### src/rtl/operand_entry.sv
// Keypad operand-capture engine: collects decimal operands digit by digit,
// converts each to saturating binary with fixed latency and presents a bundle.
module operand_entry #(
  parameter int         MAX_DIGITS = 4,
  parameter int         N_OPERANDS = 2,
  parameter int         WIDTH      = 16,
  parameter logic [3:0] KEY_ENTER  = 4'hB,
  parameter logic [3:0] KEY_DELETE = 4'hC
) (
  input  logic                            clk,
  input  logic                            rst,
  input  logic [3:0]                      key,
  input  logic                            key_valid,
  input  logic                            ack,
  output logic [4*MAX_DIGITS-1:0]         disp_bcd,
  output logic [$clog2(MAX_DIGITS+1)-1:0] disp_count,
  output logic [$clog2(N_OPERANDS):0]     op_idx,
  output logic [N_OPERANDS*WIDTH-1:0]     operands,
  output logic [N_OPERANDS-1:0]           op_ovf,
  output logic                            ops_valid,
  output logic                            busy,
  output logic                            key_drop
);

  localparam int CNT_W = $clog2(MAX_DIGITS+1);
  localparam int IDX_W = $clog2(N_OPERANDS)+1;
  localparam int BCD_W = 4*MAX_DIGITS;
  localparam int ACC_W = WIDTH+4;

  typedef enum logic [1:0] {ENTRY, CONVERT, DONE} state_e;

  state_e                    state_q, state_d;
  logic [BCD_W-1:0]          bcd_q, bcd_d;
  logic [CNT_W-1:0]          count_q, count_d;
  logic [CNT_W-1:0]          slot_q, slot_d;
  logic [IDX_W-1:0]          idx_q, idx_d;
  logic [N_OPERANDS*WIDTH-1:0] ops_q, ops_d;
  logic [N_OPERANDS-1:0]     ovf_q, ovf_d;
  logic [WIDTH-1:0]          acc_q, acc_d;
  logic                      sat_q, sat_d;
  logic                      busy_q, busy_d;
  logic                      valid_q, valid_d;
  logic                      drop_q, drop_d;

  logic [3:0]                digit;
  logic [BCD_W-1:0]          key_ext;
  logic [ACC_W-1:0]          horner;
  logic                      step_ovf;
  logic                      last_slot;
  logic                      last_op;

  // Digit for the current Horner slot, most significant slot first.
  always_comb begin
    digit = '0;
    for (int i = 0; i < MAX_DIGITS; i++) begin
      if (slot_q == CNT_W'(i)) digit = bcd_q[4*(MAX_DIGITS-1-i) +: 4];
    end
  end

  // acc*10+9 never exceeds WIDTH+4 bits because acc is clamped each step.
  assign horner    = ACC_W'(acc_q) * ACC_W'(10) + ACC_W'(digit);
  assign step_ovf  = horner > ACC_W'({WIDTH{1'b1}});
  assign last_slot = slot_q == CNT_W'(MAX_DIGITS-1);
  assign last_op   = idx_q == IDX_W'(N_OPERANDS-1);

  always_comb begin
    state_d = state_q;
    bcd_d   = bcd_q;
    count_d = count_q;
    slot_d  = slot_q;
    idx_d   = idx_q;
    ops_d   = ops_q;
    ovf_d   = ovf_q;
    acc_d   = acc_q;
    sat_d   = sat_q;
    busy_d  = busy_q;
    valid_d = valid_q;
    drop_d  = 1'b0;
    key_ext = '0;
    key_ext[3:0] = key;

    case (state_q)
      ENTRY: begin
        if (key_valid) begin
          if (key == KEY_ENTER) begin
            state_d = CONVERT;
            busy_d  = 1'b1;
            slot_d  = '0;
            acc_d   = '0;
            sat_d   = 1'b0;
          end else if (key == KEY_DELETE) begin
            if (count_q != '0) begin
              bcd_d   = bcd_q >> 4;
              count_d = count_q - CNT_W'(1);
            end else begin
              drop_d = 1'b1;
            end
          end else if (key <= 4'd9) begin
            if (count_q != CNT_W'(MAX_DIGITS)) begin
              bcd_d   = (bcd_q << 4) | key_ext;
              count_d = count_q + CNT_W'(1);
            end else begin
              drop_d = 1'b1;
            end
          end else begin
            drop_d = 1'b1;
          end
        end
      end

      CONVERT: begin
        drop_d = key_valid;
        acc_d  = step_ovf ? {WIDTH{1'b1}} : horner[WIDTH-1:0];
        sat_d  = sat_q | step_ovf;
        slot_d = slot_q + CNT_W'(1);
        if (last_slot) begin
          for (int i = 0; i < N_OPERANDS; i++) begin
            if (idx_q == IDX_W'(i)) begin
              ops_d[i*WIDTH +: WIDTH] = acc_d;
              ovf_d[i]                = sat_d;
            end
          end
          bcd_d   = '0;
          count_d = '0;
          busy_d  = 1'b0;
          idx_d   = idx_q + IDX_W'(1);
          if (last_op) begin
            state_d = DONE;
            valid_d = 1'b1;
          end else begin
            state_d = ENTRY;
          end
        end
      end

      DONE: begin
        // ack and an enter strobe together are one release, never a drop.
        if (ack || (key_valid && key == KEY_ENTER)) begin
          ops_d   = '0;
          ovf_d   = '0;
          idx_d   = '0;
          valid_d = 1'b0;
          state_d = ENTRY;
        end else if (key_valid) begin
          drop_d = 1'b1;
        end
      end

      default: state_d = ENTRY;
    endcase
  end

  always_ff @(posedge clk or negedge rst) begin
    if (!rst) begin
      state_q <= ENTRY;
      bcd_q   <= '0;
      count_q <= '0;
      slot_q  <= '0;
      idx_q   <= '0;
      ops_q   <= '0;
      ovf_q   <= '0;
      acc_q   <= '0;
      sat_q   <= 1'b0;
      busy_q  <= 1'b0;
      valid_q <= 1'b0;
      drop_q  <= 1'b0;
    end else begin
      state_q <= state_d;
      bcd_q   <= bcd_d;
      count_q <= count_d;
      slot_q  <= slot_d;
      idx_q   <= idx_d;
      ops_q   <= ops_d;
      ovf_q   <= ovf_d;
      acc_q   <= acc_d;
      sat_q   <= sat_d;
      busy_q  <= busy_d;
      valid_q <= valid_d;
      drop_q  <= drop_d;
    end
  end

  assign disp_bcd   = bcd_q;
  assign disp_count = count_q;
  assign op_idx     = idx_q;
  assign operands   = ops_q;
  assign op_ovf     = ovf_q;
  assign ops_valid  = valid_q;
  assign busy       = busy_q;
  assign key_drop   = drop_q;

endmodule

### config.mk
export PLATFORM = sky130hd
export DESIGN_NAME = operand_entry
export DESIGN_NICKNAME = d
export VERILOG_FILES = /design/src/rtl/operand_entry.sv
export SDC_FILE = /design/constraint.sdc
export NUM_CORES = 1
export LEC_CHECK = 0
export CORE_MARGIN = 1
export CORE_UTILIZATION = 55
export CTS_CLUSTER_DIAMETER = 50
export DETAILED_ROUTE_END_ITERATION = 10
export PLACE_DENSITY_LB_ADDON = 0.2
export SLEW_MARGIN = 5
export SYNTH_ARGS = -nofsm -noshare
export SYNTH_HDL_FRONTEND = slang
export SYNTH_SLANG_ARGS = --single-unit
### constraint.sdc
create_clock -name clk -period 4.39 [get_ports clk]
set_input_delay 0.6585 -clock clk [delete_from_list [all_inputs] [get_ports clk]]
set_output_delay 0.6585 -clock clk [all_outputs]
set_load 0.005 [all_outputs]
==> flow_metrics.tcl <==
set metrics [dict create \
    fin_ws_ps 670 \
    vias_per_cell 6.16 \
    synthArstFlopShare_pct 100 \
    endpoint_kind "flip-flop" \
    wl_per_cell_um 17.0 \
    clock_path_buffers 2 \
    syn_inst 549 \
    rsz0062_at_grt "false" \
    yosys.area.top_type "dfrtp_1" \
    cts_tree "done" \
    place_inst 693 \
    grt_usage_pct 26.0 \
    synth-edff-count 0 \
    core_area_um2 8810 \
    cts_hold_buf 0 \
    clkTransAtPathRegs_ps 80 \
    synth-seq-cells 80 \
    worstMarginPinSlew_ps 1010 \
    cts_sinks 80 \
    finClkSkew_ps 12.3 \
    slew_headroom_pct 32.9 \
    peakVddDrop_mv 0.335 \
    min_period_ps 3720 \
    synth_nets 598 \
    grt_first_pass_wirelength_um 20200 \
    netlist.area_leader.share_pct 39.4 \
    place.gp.congestion 0.961 \
    yosys_warnings 0 \
    syn_avg_cell_area_um2 9.24 \
    critPathMaxFanout 51 \
    synth_commonest_cells "dfrtp_1, o21ai_0, nand2_1, a21oi_1, ha_1" \
    ios 66 \
    dp_hpwl_um 8450 \
    dpl_cell_area_um2 5750 \
    drv_cap 0 \
    rr_worst_depth 13 \
    routed_wl_um 12000 \
    multi_input_area_um2 2820 \
    arrival_ps 3930 \
    cts_max_level 3 \
    grt_pass1_vias 4058 \
    fillers 694 \
    synth_area_leaders "dfrtp_1, ha_1, o21ai_0, a31oi_1, a21oi_1" \
    cp_slowest_cell "a2111oi_0" \
    cpPeakStageDelay_ps 460 \
    final_hold_viol_count 0 \
    cts_resized 0 \
    hp-class "input pin to async pin" \
    antenna_found_initial 0 \
    whs_ps 450 \
    timing.rr.start "acc_q[1]" \
    power_mw 4.72 \
    final_nets 645 \
    fin_util_pct 68.0 \
    syn_area_um2 5070 \
    synth.distinct_cells 59 \
    r2r_slack_ps 670 \
    die_h_um 98.1 \
    fin_crit_sh_pct 84.7 \
    initial_core_util_pct 57.6 \
    yosysSeqAreaShare_pct 39.4 \
    power_leakage_nw 2.41 \
    grt_overflow 0 \
    first_pass_iters 8 \
    drive_gt1_share_pct 8.83 \
    startpoint_type "flip-flop" \
    yosysMostFrequentCell "dfrtp_1" \
    drtIter0Drc 292 \
    p_per_area_nw_per_um2 789 \
    cts_buffers 9 \
    num_vias 4363 \
    final-instance-count-excl-fill 708 \
    finalInstanceArea_um2 5990 \
    setup_tns_ps 0 \
    numPortBuffers 65 \
    critPathMostFrequentCell "ha_1" \
    die_area_um2 9610 \
    r2r-end "operands[19]" \
    fmax_ghz 0.269 \
    drc 6 \
    critPathKind "flip-flop to flip-flop" \
    place_ws_ps 715 \
    grt_max_degree 81 \
    ant_nets 0 \
    seq_area_um2 2000 \
    setup_viol 0 \
    ctsRootBufferMaster "clkbuf_8" \
    antennaDiodeCount 0 \
    crit_chain "ha_1 -> ha_1 -> inv_1 -> fa_1 -> nand2b_1 -> a2111oi_0 -> a311oi_1 -> o21bai_1 -> nor4_4 -> nand4_2 -> a21oi_4 -> buf_12 -> a31oi_1" \
    rows 34 \
    status "finished, violations left" \
    cts_setup_buffers 0 \
    clk_latency_ps 350 \
    area_growth_syn_to_layout_pct 18.0 \
    maxSlewViolCount 0 \
    synth_ff_type "dfrtp_1" \
    violations "design-rule violations" \
    critical_path_required_ps 4600 \
    dieWidth_um 98.1 \
]
## registers in the layout, summed over array words and instances (netlist names)
name / count
op_idx: 2
slot_q: 3
disp_bcd: 16
key_drop: 1
disp_count: 3
ops_valid: 1
op_ovf: 2
acc_q: 16
sat_q: 1
busy: 1
operands: 32
state_q: 2
## cell families after synthesis
family,synth area share [%]
fa+ha+maj,10.6
buf+inv,5.10
xor+xnor,4.29
simple gates,11.9
flops,39.4
compound gates,25.7
mux,3.06
## power breakdown
part | internal (mW) | switching, mW | total (mW) | leakage (nW)
clock | 0.376 | 0.267 | 0.643 | 0.113
combinational | 1.27 | 1.63 | 2.90 | 1.41
sequential | 0.980 | 0.198 | 1.18 | 0.885
## area by class of cell
cell class	instances	share of cell area (%)
clock buffer	10	2.13
timing repair buffer	72	11.9
sequential	80	33.4
inverter	22	1.38
clock inverter	5	1.78
tap	108	2.26
multi-input combinational	411	47.1
## critical path: cells and delay by family (launching register included)
family | cells | cell delay (ps)
AND/OR/NAND/NOR | 3 | 650
AO/OA/AOI/OAI | 5 | 1250
buffers and inverters | 2 | 340
flip-flops | 1 | 440
adder cells (fa/ha/maj) | 3 | 900
## worst max-delay path by stage
stage	cells after the start	slack, ps	to	from
floorplan	15	1030	acc_q[8]	slot_q[0]
global placement	16	860	operands[16]	slot_q[1]
detailed placement	14	710	operands[19]	slot_q[0]
CTS	14	670	operands[19]	slot_q[0]
global route	13	390	operands[15]	slot_q[0]
finish	13	670	operands[19]	acc_q[1]
## layer usage
metal | wire length, µm | vias up | global-route usage [%]
met5 | 0 | - | 0
met4 | 94 | 0 | 5.71
met3 | 668 | 11 | 3.79
met2 | 5610 | 148 | 41.7
met1 | 5630 | 2105 | 37.6
li1 | - | 2099 | -
## layout by cell type, fill, tap and decap left out, types with 15 or more instances in the layout
cell / count
a31oi_1: 36
ha_1: 38
xnor2_1: 15
o21ai_0: 63
nand2_1: 44
clkdlybuf4s50_1: 64
nor2_1: 30
dfrtp_1: 80
inv_1: 22
a21oi_1: 41
Note: power is estimated with default switching activity, not from simulation.
